### config.mk
export PLATFORM = sky130hd
export DESIGN_NAME = triag_side_calc
export DESIGN_NICKNAME = d
export VERILOG_FILES = /design/src/rtl/triag_pkg.sv /design/src/rtl/udiv_restoring.sv /design/src/rtl/triag_side_calc.sv
export SDC_FILE = /design/constraint.sdc
export NUM_CORES = 1
export LEC_CHECK = 0
export CORE_MARGIN = 2
export CORE_UTILIZATION = 35
export CTS_BUF_LIST = sky130_fd_sc_hd__clkbuf_4
export CTS_CLUSTER_SIZE = 12
export DETAILED_ROUTE_END_ITERATION = 6
export PLACE_DENSITY = 0.52
export SLEW_MARGIN = 25
export SYNTH_ARGS = -nofsm -noshare
export SYNTH_HDL_FRONTEND = slang
export SYNTH_SLANG_ARGS = --single-unit
### constraint.sdc
create_clock -name clk -period 8.2 [get_ports clk]
set_input_delay 1.64 -clock clk [delete_from_list [all_inputs] [get_ports clk]]
set_output_delay 1.64 -clock clk [all_outputs]
set_load 0.02 [all_outputs]
### src/rtl/triag_pkg.sv
// -----------------------------------------------------------------------------
// triag_pkg
// Shared constants and the state type for the triangle side calculator
// (inverse of the triangle-surface datapath).
//   K_NUM_DEF     : 0.5*sin(56.25 deg) scaled by 2^FRAC_BITS_DEF
//   FRAC_BITS_DEF : fractional shift applied to the surface before division
//   QW_DEF        : quotient (recovered side) width
//   A_W/SURF_W    : operand widths
//   D_W/N_W       : divisor (a*K_NUM) and dividend (surf << FRAC_BITS) widths
// -----------------------------------------------------------------------------
package triag_pkg;

  localparam int K_NUM_DEF     = 54491;
  localparam int FRAC_BITS_DEF = 17;
  localparam int QW_DEF        = 16;

  localparam int A_W    = 16;
  localparam int SURF_W = 32;
  localparam int D_W    = 32;
  localparam int N_W    = 50;

  typedef enum logic [2:0] {
    IDLE,
    PREP,
    CHECK,
    DIV,
    DONE
  } triag_side_state_t;

endpackage : triag_pkg

### src/rtl/udiv_restoring.sv
// -----------------------------------------------------------------------------
// udiv_restoring
// Multi-cycle unsigned restoring divider, one quotient bit per clock.
// The caller guarantees n_i < (d_i << QW), so the quotient fits QW bits and the
// upper N_W-QW dividend bits are already a valid partial remainder (< d_i).
// Ports:
//   clk, rst_n : clock, asynchronous active-low reset
//   load_i     : capture n_i/d_i and start QW iterations
//   n_i, d_i   : dividend, divisor
//   q_o        : quotient after the current iteration (final while done_o=1)
//   done_o     : high during the last iteration; q_o is the final quotient
// -----------------------------------------------------------------------------
module udiv_restoring #(
  parameter int N_W = 50,
  parameter int D_W = 32,
  parameter int QW  = 16
) (
  input  logic           clk,
  input  logic           rst_n,
  input  logic           load_i,
  input  logic [N_W-1:0] n_i,
  input  logic [D_W-1:0] d_i,
  output logic [QW-1:0]  q_o,
  output logic           done_o
);

  localparam int R_W  = N_W - QW;
  localparam int RX_W = R_W + 1;
  localparam int CW   = (QW > 1) ? $clog2(QW) : 1;

  logic [R_W-1:0]  rem_q, rem_d;
  logic [RX_W-1:0] rem_sh;
  logic [QW-1:0]   nlo_q;
  logic [QW-1:0]   q_q, q_d;
  logic [D_W-1:0]  d_q;
  logic [CW-1:0]   cnt_q;
  logic            active_q;
  logic            fits;

  // When the divisor fits, the true difference is < d, so computing it modulo
  // 2^R_W loses nothing.
  always_comb begin
    rem_sh = {rem_q, nlo_q[cnt_q]};
    fits   = rem_sh >= RX_W'(d_q);
    rem_d  = fits ? (rem_sh[R_W-1:0] - R_W'(d_q)) : rem_sh[R_W-1:0];
    q_d         = q_q;
    q_d[cnt_q]  = fits;
  end

  assign q_o    = q_d;
  assign done_o = active_q && (cnt_q == '0);

  always_ff @(posedge clk or negedge rst_n) begin
    if (!rst_n) begin
      rem_q    <= '0;
      nlo_q    <= '0;
      q_q      <= '0;
      d_q      <= '0;
      cnt_q    <= '0;
      active_q <= 1'b0;
    end else if (load_i) begin
      // Seed the remainder with the dividend's upper bits; only the low QW
      // bits remain to be shifted in, MSB first.
      rem_q    <= n_i[N_W-1:QW];
      nlo_q    <= n_i[QW-1:0];
      d_q      <= d_i;
      q_q      <= '0;
      cnt_q    <= CW'(QW - 1);
      active_q <= 1'b1;
    end else if (active_q) begin
      rem_q <= rem_d;
      q_q   <= q_d;
      cnt_q <= cnt_q - CW'(1);
      if (cnt_q == '0) active_q <= 1'b0;
    end
  end

endmodule : udiv_restoring

### src/rtl/triag_side_calc.sv
// -----------------------------------------------------------------------------
// triag_side_calc
// Recovers side b from triangle surface and side a under the fixed-angle model
// surf = (a*b*K_NUM) >> FRAC_BITS:  b = floor((surf << FRAC_BITS) / (a*K_NUM)).
// Build option: TRIAG_SIDE_ROUND_EN adds d/2 to the dividend (round to
// nearest); latency is identical either way.
// Ports:
//   clk, rst_n : clock, asynchronous active-low reset
//   start      : request, sampled only in IDLE
//   a, surf    : known side, triangle surface (unsigned)
//   busy       : high in every state except IDLE
//   valid      : one-cycle result strobe
//   b          : recovered side, held until the next result
//   err_div0   : a was 0 (qualified by valid)
//   err_ovf    : quotient would not fit QW bits (qualified by valid)
//
// state | meaning
// ------+---------------------------------------------------------------
// IDLE  | waiting for start; operands captured on start
// PREP  | form divisor d = a*K_NUM and dividend n = surf << FRAC_BITS
// CHECK | divide-by-zero / overflow screening, else launch the divider
// DIV   | divider iterating, one quotient bit per clock
// DONE  | result and flags presented, valid high for this cycle
// -----------------------------------------------------------------------------
module triag_side_calc
  import triag_pkg::*;
#(
  parameter int K_NUM     = K_NUM_DEF,
  parameter int FRAC_BITS = FRAC_BITS_DEF,
  parameter int QW        = QW_DEF
) (
  input  logic              clk,
  input  logic              rst_n,
  input  logic              start,
  input  logic [A_W-1:0]    a,
  input  logic [SURF_W-1:0] surf,
  output logic              busy,
  output logic              valid,
  output logic [QW-1:0]     b,
  output logic              err_div0,
  output logic              err_ovf
);

  triag_side_state_t state_q;

  logic [A_W-1:0]    a_q;
  logic [SURF_W-1:0] surf_q;
  logic [D_W-1:0]    d_q, d_d;
  logic [N_W-1:0]    n_q, n_d;
  logic [QW-1:0]     b_q;
  logic              err_div0_q, err_ovf_q;
  logic              valid_q, busy_q;

  logic              ovf;
  logic              div_load;
  logic              div_done;
  logic [QW-1:0]     div_q;

  always_comb begin
    d_d = D_W'(a_q) * D_W'(K_NUM);
`ifdef TRIAG_SIDE_ROUND_EN
    n_d = (N_W'(surf_q) << FRAC_BITS) + N_W'(d_d >> 1);
`else
    n_d = N_W'(surf_q) << FRAC_BITS;
`endif
  end

  // Quotient >= 2^QW exactly when n >= d << QW; done at full width so it
  // cannot wrap.
  assign ovf      = n_q >= (N_W'(d_q) << QW);
  assign div_load = (state_q == CHECK) && (a_q != '0) && !ovf;

  udiv_restoring #(
    .N_W (N_W),
    .D_W (D_W),
    .QW  (QW)
  ) u_div (
    .clk    (clk),
    .rst_n  (rst_n),
    .load_i (div_load),
    .n_i    (n_q),
    .d_i    (d_q),
    .q_o    (div_q),
    .done_o (div_done)
  );

  always_ff @(posedge clk or negedge rst_n) begin
    if (!rst_n) begin
      state_q    <= IDLE;
      a_q        <= '0;
      surf_q     <= '0;
      d_q        <= '0;
      n_q        <= '0;
      b_q        <= '0;
      err_div0_q <= 1'b0;
      err_ovf_q  <= 1'b0;
      valid_q    <= 1'b0;
      busy_q     <= 1'b0;
    end else begin
      case (state_q)
        IDLE: begin
          if (start) begin
            a_q     <= a;
            surf_q  <= surf;
            busy_q  <= 1'b1;
            state_q <= PREP;
          end
        end
        PREP: begin
          d_q     <= d_d;
          n_q     <= n_d;
          state_q <= CHECK;
        end
        CHECK: begin
          if (a_q == '0) begin
            b_q        <= '1;
            err_div0_q <= 1'b1;
            err_ovf_q  <= 1'b0;
            valid_q    <= 1'b1;
            state_q    <= DONE;
          end else if (ovf) begin
            b_q        <= '1;
            err_div0_q <= 1'b0;
            err_ovf_q  <= 1'b1;
            valid_q    <= 1'b1;
            state_q    <= DONE;
          end else begin
            state_q <= DIV;
          end
        end
        DIV: begin
          // div_q already includes this cycle's bit when div_done is high.
          if (div_done) begin
            b_q        <= div_q;
            err_div0_q <= 1'b0;
            err_ovf_q  <= 1'b0;
            valid_q    <= 1'b1;
            state_q    <= DONE;
          end
        end
        DONE: begin
          valid_q <= 1'b0;
          busy_q  <= 1'b0;
          state_q <= IDLE;
        end
        default: begin
          valid_q <= 1'b0;
          busy_q  <= 1'b0;
          state_q <= IDLE;
        end
      endcase
    end
  end

  assign busy     = busy_q;
  assign valid    = valid_q;
  assign b        = b_q;
  assign err_div0 = err_div0_q;
  assign err_ovf  = err_ovf_q;

endmodule : triag_side_calc
==> results.toml, run 1 <==
[detailed_routing]
drc = 0
routed_wl_mm = 47.7
wl_per_cell_um = 17.7
drt_iter0_drc = 756
num_vias = 13400
firstDrtPassIters = 5
via_per_inst = 4.98
ant_nets = 0

[layout]
design_area_um2 = 19500
nets = 2339
final_common_cell = "nand2_1"
utilization_pct = 39.8
nFillCells = 4936
final_layout_size_suffix_gt1_share_pct = 8.56
final_cell_mix = "nand2_1, inv_1, ha_1"
areaGrowthSynthToFinish_pct = 12.1

[critical_path]
cp_common_cell = "fa_1"
cp_num_buf_inv = 2
path_depth = 21
rr_startpoint = "a_q[7]"
cpMaxStageDelayCell = "fa_1"
crit_path_cell_trace = "ha_1 -> xor2_1 -> ha_1 -> a21o_1 -> fa_1 -> fa_1 -> fa_1 -> inv_1 -> fa_1 -> inv_1 -> ha_1 -> a21o_1 -> a21oi_1 -> o21ai_0 -> o2111ai_1 -> o2111ai_1 -> a21oi_1 -> o21ai_0 -> a21oi_1 -> xor2_1 -> o21ai_0"
path_class = "reg2reg"
critPathLaunch = "a_q[7]"
max_stage_delay_ps = 540
end_kind = "register"
crit_family = "adder cells"
crit_arrival_ps = 6680
worstPathRequired_ps = 8770
rr_worst_depth = 21
worstPathMaxFanout = 8
crit_path_start_kind = "register"

[logic_synthesis]
async_flop_share_pct = 100
synth_nets = 2276
synth_area_um2 = 17400
yosys.area.top_type = "dfrtp_1"
synthTopCellsByArea = "dfrtp_1, ha_1, fa_1"
synth.distinct_cells = 73
synth_flop_cell = "dfrtp_1"
synth_edf_count = 0
yosys_warnings = 0
yosysTopAreaCellShare_pct = 31.9
ys_seq_area_share_pct = 31.9
avgSynthCellArea_um2 = 9.08
synth_seq_cells = 222
syn_inst = 1916

[cts]
cts_num_sinks = 222
clock_path_buffers = 3
cts_buffers = 69
clk_pin_slew_ps = 50
hold_buffers = 0
post-cts-setup-buffers = 0
htree_levels = 3
cts-root-buf = "clkbuf_4"
clk_latency_ps = 790
tritoncts = "done"
cts_resized = 0

[timing]
fin_worst_skew_ps = 67.6
min_period_over_period_pct = 74.6
fin_crit_ps = 6110
tightest_slew_ps = 912
final-hold-violation-count = 0
max_freq_mhz = 164
grt_setup_unrepaired = "false"
final.setup.tns_ps = 0
setup_viol = 0
slew-limit-headroom_pct = 39.2
slew_violations = 0

[worst_hold_path]
hold_path.startpoint = "surf_q[31]"
hold_path_class = "reg2reg"
hold_depth = 2

[grt]
grtUsageTotal_pct = 19.2
grt.overflow.total = 0
grt_first_pass_wirelength_mm = 76.2
grt_pass1_vias = 14000
grt_max_degree = 98
antenna_found_initial = 3

[status]
status = "completed"

[die]
fp.dieH_um = 227
dieArea_um2 = 51500
rows = 81
core_area_um2 = 49000
die_w_um = 227
initial_core_util_pct = 35.5
io-pin-count = 71

[run]
cap_violations = 0

[placement]
dpl.hpwl_mm = 36.6
port_buffers = 70
gp_congestion = 0.918
placed_cell_area_um2 = 18600
## worst reg2reg max path, cell delays in order, from the launching register on
cell       delay (ps)
dfrtp_1           510
ha_1              460
xor2_1            200
ha_1              180
a21o_1            160
fa_1              490
fa_1              450
fa_1              540
inv_1              60
fa_1              530
inv_1              40
ha_1              370
a21o_1            210
a21oi_1           170
o21ai_0           200
o2111ai_1         240
o2111ai_1         160
a21oi_1           370
o21ai_0           170
a21oi_1           200
xor2_1            150
o21ai_0            80
## flip-flops by register name, indices dropped and copies added, names as in the netlist
register,flops
u_div.rem_q,34
d_q,32
u_div.d_q,32
u_div.cnt_q,4
valid,1
err_div0,1
a_q,16
b,16
state_q,3
surf_q,32
busy,1
u_div.q_q,16
u_div.active_q,1
err_ovf,1
n_q,32
## stage by stage
step	hold WS [ps]	worst slack (ps)	std cells
floorplan	435	2700	1916
global placement	448	2180	2571
detailed placement	458	2110	2572
CTS	429	2110	2686
global route	471	1720	2689
finish	419	2090	2689
## worst paths after layout
| check | endpoint | slack, ps |
|---|---|---|
| max | d_q[28] | 2090 |
| min | n_q[48] | 420 |
| max reg2reg | d_q[28] | 2090 |
| min reg2reg | n_q[48] | 420 |
| max in group asynchronous | d_q[29] | 5810 |
| min in group asynchronous | surf_q[28] | 920 |
## cell usage after synthesis (4+ instances only)
cell type and n:
nand2_1 259, inv_1 230, ha_1 224, dfrtp_1 222
nor2_1 141, a21oi_1 119, o21ai_0 114, fa_1 85
clkbuf_1 57, xor2_1 47, a21o_1 44, mux2_2 35
nand3_1 31, xnor2_1 31, o211ai_1 21, a31oi_1 20
a22o_1 19, buf_2 19, a211oi_1 15, nand4_1 15
nor3_1 14, nor2b_1 13, nand2b_1 12, o21a_1 12
o31ai_1 11, buf_4 9, and2_1 8, and3_1 7
o21ai_1 5, o21bai_1 5, a211o_1 4, mux2i_1 4
## final cells by class
class	count	area, µm²	area share [%]
clock buffer	99	743	3.81
timing repair buffer	80	785	4.03
tap	664	831	4.26
inverter	230	863	4.43
clock inverter	15	104	0.533
multi-input combinational	1376	10600	54.4
antenna	3	7.51	0.0385
sequential	222	5560	28.5
## layer usage
metal	global-route usage, %	part of all wire, %
met4	8.85	4.2
met3	3.71	3.1
met5	0	0
met1	24.9	46
met2	31.0	47
## logic make-up (layout without fill, tap and decap cells)
| logic type | after synthesis | after routing | share of synthesized area (%) |
|---|---|---|---|
| AOI/OAI and AO/OA | 428 | 428 | 15.5 |
| xor gates and xnor gates | 78 | 78 | 3.93 |
| adders and majority gates | 310 | 310 | 26.0 |
| buffers and inverters | 318 | 424 | 7.29 |
| DFF | 222 | 222 | 31.9 |
| muxes | 40 | 40 | 2.58 |
| other | 0 | 3 | 0 |
| and+or+nand+nor | 520 | 520 | 12.8 |
Power of run 1 is not shown: default switching activity piles up to over one toggle a cycle in this logic, so the estimate is an artifact.
==> inputs of run 2 (changes only) <==
--- a/config.mk
+++ b/config.mk
@@ -10,7 +10,7 @@
 export CTS_BUF_LIST = sky130_fd_sc_hd__clkbuf_4
 export CTS_CLUSTER_SIZE = 12
 export DETAILED_ROUTE_END_ITERATION = 6
-export PLACE_DENSITY = 0.52
+export PLACE_DENSITY = 0.54
 export SLEW_MARGIN = 25
 export SYNTH_ARGS = -nofsm -noshare
 export SYNTH_HDL_FRONTEND = slang
==> constraint.sdc (replaced) <==
create_clock -name clk -period 4.95 [get_ports clk]
set_input_delay 0.99 -clock clk [delete_from_list [all_inputs] [get_ports clk]]
set_output_delay 0.99 -clock clk [all_outputs]
set_load 0.02 [all_outputs]
==> results.toml, run 2 (synthesis gave the netlist of run 1 again) <==
[status]
status = "complete, but fails checks"
violations = "setup timing"

[critical_path]
regToRegSetupSlack_ps = -240
end_kind = "register"
rr_startpoint = "a_q[3]"
cp_common_cell = "fa_1"
cpMaxStageDelayCell = "fa_1"
path_class = "reg2reg"
crit_arrival_ps = 5830
crit_path_start_kind = "register"
worstPathRequired_ps = 5590
worstPathMaxFanout = 4
max_stage_delay_ps = 560
cp_num_buf_inv = 6
crit_path_cell_trace = "buf_12 -> ha_4 -> inv_2 -> fa_1 -> inv_1 -> ha_2 -> inv_2 -> fa_1 -> fa_1 -> fa_1 -> inv_2 -> ha_4 -> o21a_1 -> o21ai_2 -> o2bb2ai_2 -> o21ai_2 -> a21o_1 -> a221oi_2 -> o21ai_2 -> buf_4 -> xnor2_2 -> o21ai_1"
rr_worst_depth = 22
crit_family = "adder cells"
r2r-end = "d_q[29]"

[placement]
gp_congestion = 0.908
placed_cell_area_um2 = 19800
dpl.hpwl_mm = 36.7
port_buffers = 70

[layout]
final_cell_mix = "nand2_1, inv_1, dfrtp_1"
nFillCells = 4860
areaGrowthSynthToFinish_pct = 21.4
top_register = "u_div.rem_q"
nets = 2476
final_layout_size_suffix_gt1_share_pct = 18.5
final_common_cell = "nand2_1"
design_area_um2 = 21100
largest_reg_flops = 34

[cts]
clk_latency_ps = 780
cts-root-buf = "clkbuf_4"
clock_path_buffers = 3
cts_num_sinks = 222
htree_levels = 3
cts_buffers = 66
clk_pin_slew_ps = 60
tritoncts = "done"

[timing]
fin_crit_ps = 5190
slew_violations = 0
max_freq_mhz = 193
worst_slack_ps = -243
fin_worst_skew_ps = 77.3
grt_setup_unrepaired = "true"
setup_viol = 12
min_period_over_period_pct = 105
tightest_slew_ps = 887
final-hold-violation-count = 0
hold_ws_ps = 289
slew-limit-headroom_pct = 40.8

[run]
cap_violations = 0

[grt]
grtUsageTotal_pct = 19.2
antenna_found_initial = 1
grt.overflow.total = 0
grt_pass1_vias = 14300
grt_max_degree = 95
grt_first_pass_wirelength_mm = 76.7

[detailed_routing]
firstDrtPassIters = 7
routed_wl_mm = 47.7
drc = 0
ant_nets = 0
wl_per_cell_um = 16.9
num_vias = 13800
via_per_inst = 4.90
drt_iter0_drc = 739

[die]
rows = 81
dieArea_um2 = 51500
core_area_um2 = 49000
fp.dieH_um = 227
die_w_um = 227
io-pin-count = 71
initial_core_util_pct = 35.5

[worst_hold_path]
hold_path_class = "in2async"
## run 2: changes by cell type in the layout (fill, tap and decap cells not counted), moves of 7 or more
cell and delta:
a21oi_1 -13, a21oi_2 +13, buf_4 +135, clkbuf_4 -8
dfrtp_1 -14, dfrtp_2 +14, ha_1 -33, ha_2 +7
ha_4 +26, inv_1 -8, inv_2 +7, o21ai_0 -22
o21ai_1 +18
## run 2: worst register-to-register path: cells and delay by family (launching register included)
kind	cells	cell delay, ps
adders and majority gates	7	2660
DFF	1	440
AOI/OAI and AO/OA	8	1410
buffers and inverters	6	500
xor gates and xnor gates	1	120
## run 2: routing by layer
metal  GRT usage (%)  part of all wire [%]
met5               0                     0
met4            8.98                   4.4
met3            3.68                   3.9
met2            31.5                    48
met1            24.4                    44
## run 2: repair_timing
| action | in CTS | in global routing |
|---|---|---|
| gates resized for setup | 37 | 33 |
| pin swaps | 39 | 38 |
| hold buffers | 0 | 0 |
| endpoints found under the setup margin | 13 | 19 |
| setup buffers | 13 | 10 |
## run 2: through the flow
| step | setup TNS, ps | utilization [%] | instances | setup slack, ps |
|---|---|---|---|---|
| floorplan | -80.8 | - | 1916 | -71.0 |
| global placement | -1390 | 40.4 | 2689 | -206 |
| detailed placement | -2320 | 40.4 | 2689 | -291 |
| CTS | -1510 | 42.7 | 2813 | -250 |
| global route | -4800 | 43.1 | 2824 | -461 |
| finish | -1560 | 43.1 | 2824 | -243 |
## run 2: area by class of cell
class	instances	area (µm²)	area share (%)
repair buffers	220	1890	8.95
inverters	230	866	4.10
flip-flops and latches	222	5570	26.4
multi-input cells	1376	11100	52.7
clock inverters	20	143	0.675
clock buffers	91	683	3.23
well taps	664	831	3.93
diodes	1	2.50	0.0118
## run 2: worst max path at each step
| stage | slack (ps) | endpoint | cells past startpoint | start |
|---|---|---|---|---|
| after floorplan | -70 | d_q[31] | 20 | a_q[12] |
| after global placement | -210 | d_q[24] | 21 | a_q[5] |
| after detailed placement | -290 | d_q[24] | 21 | a_q[7] |
| after CTS | -250 | d_q[31] | 19 | a_q[12] |
| after global routing | -460 | d_q[31] | 22 | a_q[3] |
| final | -240 | d_q[29] | 22 | a_q[3] |
Power of run 2 is left out for the same reason.
==> inputs of run 3 (changes only) <==
--- a/config.mk
+++ b/config.mk
@@ -10,8 +10,10 @@
 export CTS_BUF_LIST = sky130_fd_sc_hd__clkbuf_4
 export CTS_CLUSTER_SIZE = 12
 export DETAILED_ROUTE_END_ITERATION = 6
+export GPL_ROUTABILITY_DRIVEN = 0
 export PLACE_DENSITY = 0.54
-export SLEW_MARGIN = 25
+export SKIP_LAST_GASP = 1
+export SLEW_MARGIN = 20
 export SYNTH_ARGS = -nofsm -noshare
 export SYNTH_HDL_FRONTEND = slang
 export SYNTH_SLANG_ARGS = --single-unit
==> results.toml, run 3 (synthesis gave the netlist of run 1 again) <==
[status]
status = "complete, but fails checks"
violations = "setup timing"

[layout]
areaGrowthSynthToFinish_pct = 21.7
multi_input_area_um2 = 11200
final_layout_size_suffix_gt1_share_pct = 18.8
regArea_um2 = 5570
nets = 2477
final_common_cell = "nand2_1"
nFillCells = 4752
layoutNonFillerInstCount = 2825
top_register = "u_div.rem_q"
largest_reg_flops = 34
final_cell_mix = "nand2_1, inv_1, dfrtp_1"

[placement]
port_buffers = 70
dpl.hpwl_mm = 36.1
post-place-cells = 2692

[timing]
grt_setup_unrepaired = "true"
slew-limit-headroom_pct = 37.0
fin_crit_ps = 5180
worst_slack_ps = -235
max_freq_mhz = 193
slew_violations = 0
final-hold-violation-count = 0
tightest_slew_ps = 945
min_period_over_period_pct = 105
fin_worst_skew_ps = 68.3
setup_viol = 11

[critical_path]
path_class = "reg2reg"
crit_arrival_ps = 5740
worstPathRequired_ps = 5510
cpMaxStageDelayCell = "fa_1"
critPathLaunch = "a_q[7]"
crit_path_cell_trace = "ha_4 -> xor2_2 -> ha_2 -> a21o_1 -> fa_1 -> fa_1 -> fa_1 -> inv_1 -> fa_1 -> inv_2 -> ha_4 -> a21o_1 -> a21oi_4 -> o21ai_2 -> o2111ai_2 -> o2111ai_2 -> a21oi_4 -> nor2b_1 -> o21a_1 -> mux2i_1 -> o311ai_1"
end_kind = "register"
crit_path_start_kind = "register"
rr_startpoint = "a_q[7]"
cp_common_cell = "fa_1"
max_stage_delay_ps = 540
worstPathMaxFanout = 4
regToRegSetupSlack_ps = -230

[detailed_routing]
drt_iter0_drc = 722
routed_wl_mm = 47.4
ant_nets = 0
firstDrtPassIters = 7
via_per_inst = 4.93
num_vias = 13900
drc = 0
wl_per_cell_um = 16.8

[die]
rows = 81
core_area_um2 = 49000
die_w_um = 227
dieArea_um2 = 51500
fp.dieH_um = 227
io-pin-count = 71
initial_core_util_pct = 35.5

[grt]
grt.overflow.total = 0
antenna_found_initial = 1
grt_pass1_vias = 14000
grt_first_pass_wirelength_mm = 75.4
grtUsageTotal_pct = 18.8
grt_max_degree = 112

[run]
cap_violations = 0

[cts]
cts_num_sinks = 222
cts_buffers = 68
clk_pin_slew_ps = 70
clk_latency_ps = 770
clock_path_buffers = 3
cts-root-buf = "clkbuf_4"
tritoncts = "done"
hold_buffers = 0
htree_levels = 3

[worst_hold_path]
hold_path_class = "in2async"
## run 3: changes by cell type in the layout (fill, tap and decap cells not counted), sizes merged
cell | previous run | this run
clkinv | 15 | 16
clkinvlp | 1 | 3
buf | 151 | 150
bufinv | 2 | 0
clkbuf | 91 | 92
## run 3: path summary, 6_finish.rpt
kind                           end  cells after the start
max                        d_q[24]                     21
min                        a_q[13]                      1
max reg2reg                d_q[24]                     21
min reg2reg                n_q[42]                      2
max in group asynchronous  n_q[26]                      2
min in group clk           n_q[42]                      2
## run 3: layout make-up
type	count	share of cell area (%)
multi-input combinational	1376	53.0
sequential	222	26.3
timing repair buffer	219	8.91
inverter	230	4.09
tap	664	3.93
clock buffer	92	3.26
clock inverter	21	0.467
antenna	1	0.0118
## run 3: timing repair
action	4_1_cts	5_1_grt
setup endpoints to repair	16	19
pin swaps	39	43
endpoints found under the hold margin	0	0
setup buffers	12	8
gates resized for setup	30	41
## run 3: critical path, delay by kind of cell, from the launching register on
family / cells / cell delay [ps]
buffers and inverters: 2 / 100
flip-flops: 1 / 460
XOR/XNOR: 1 / 150
multiplexers: 1 / 150
AND/OR/NAND/NOR: 1 / 70
adder cells (fa/ha/maj): 7 / 2630
AO/OA/AOI/OAI: 9 / 1440
## run 3: stage by stage
step	setup TNS, ps	instance area, µm²	hold WS [ps]	worst slack [ps]	util, %
2_1_floorplan	-80.8	17700	435	-71.0	-
3_3_place_gp	-1540	19800	449	-225	40.5
3_5_place_dp	-2230	19800	451	-306	40.5
4_1_cts	-2370	20800	277	-296	42.6
5_1_grt	-4410	21200	286	-469	43.2
6_report	-1970	21200	274	-235	43.2
## run 3: metal layers
metal  part of all wire (%)  track usage, %  up-vias
met3                    3.6            3.49       95
met4                    3.7            8.23        0
met5                      0               0        -
li1                       -               -     6864
met1                     44            23.8     6715
met2                     49            31.3      266
Power of run 3 is left out for the same reason.
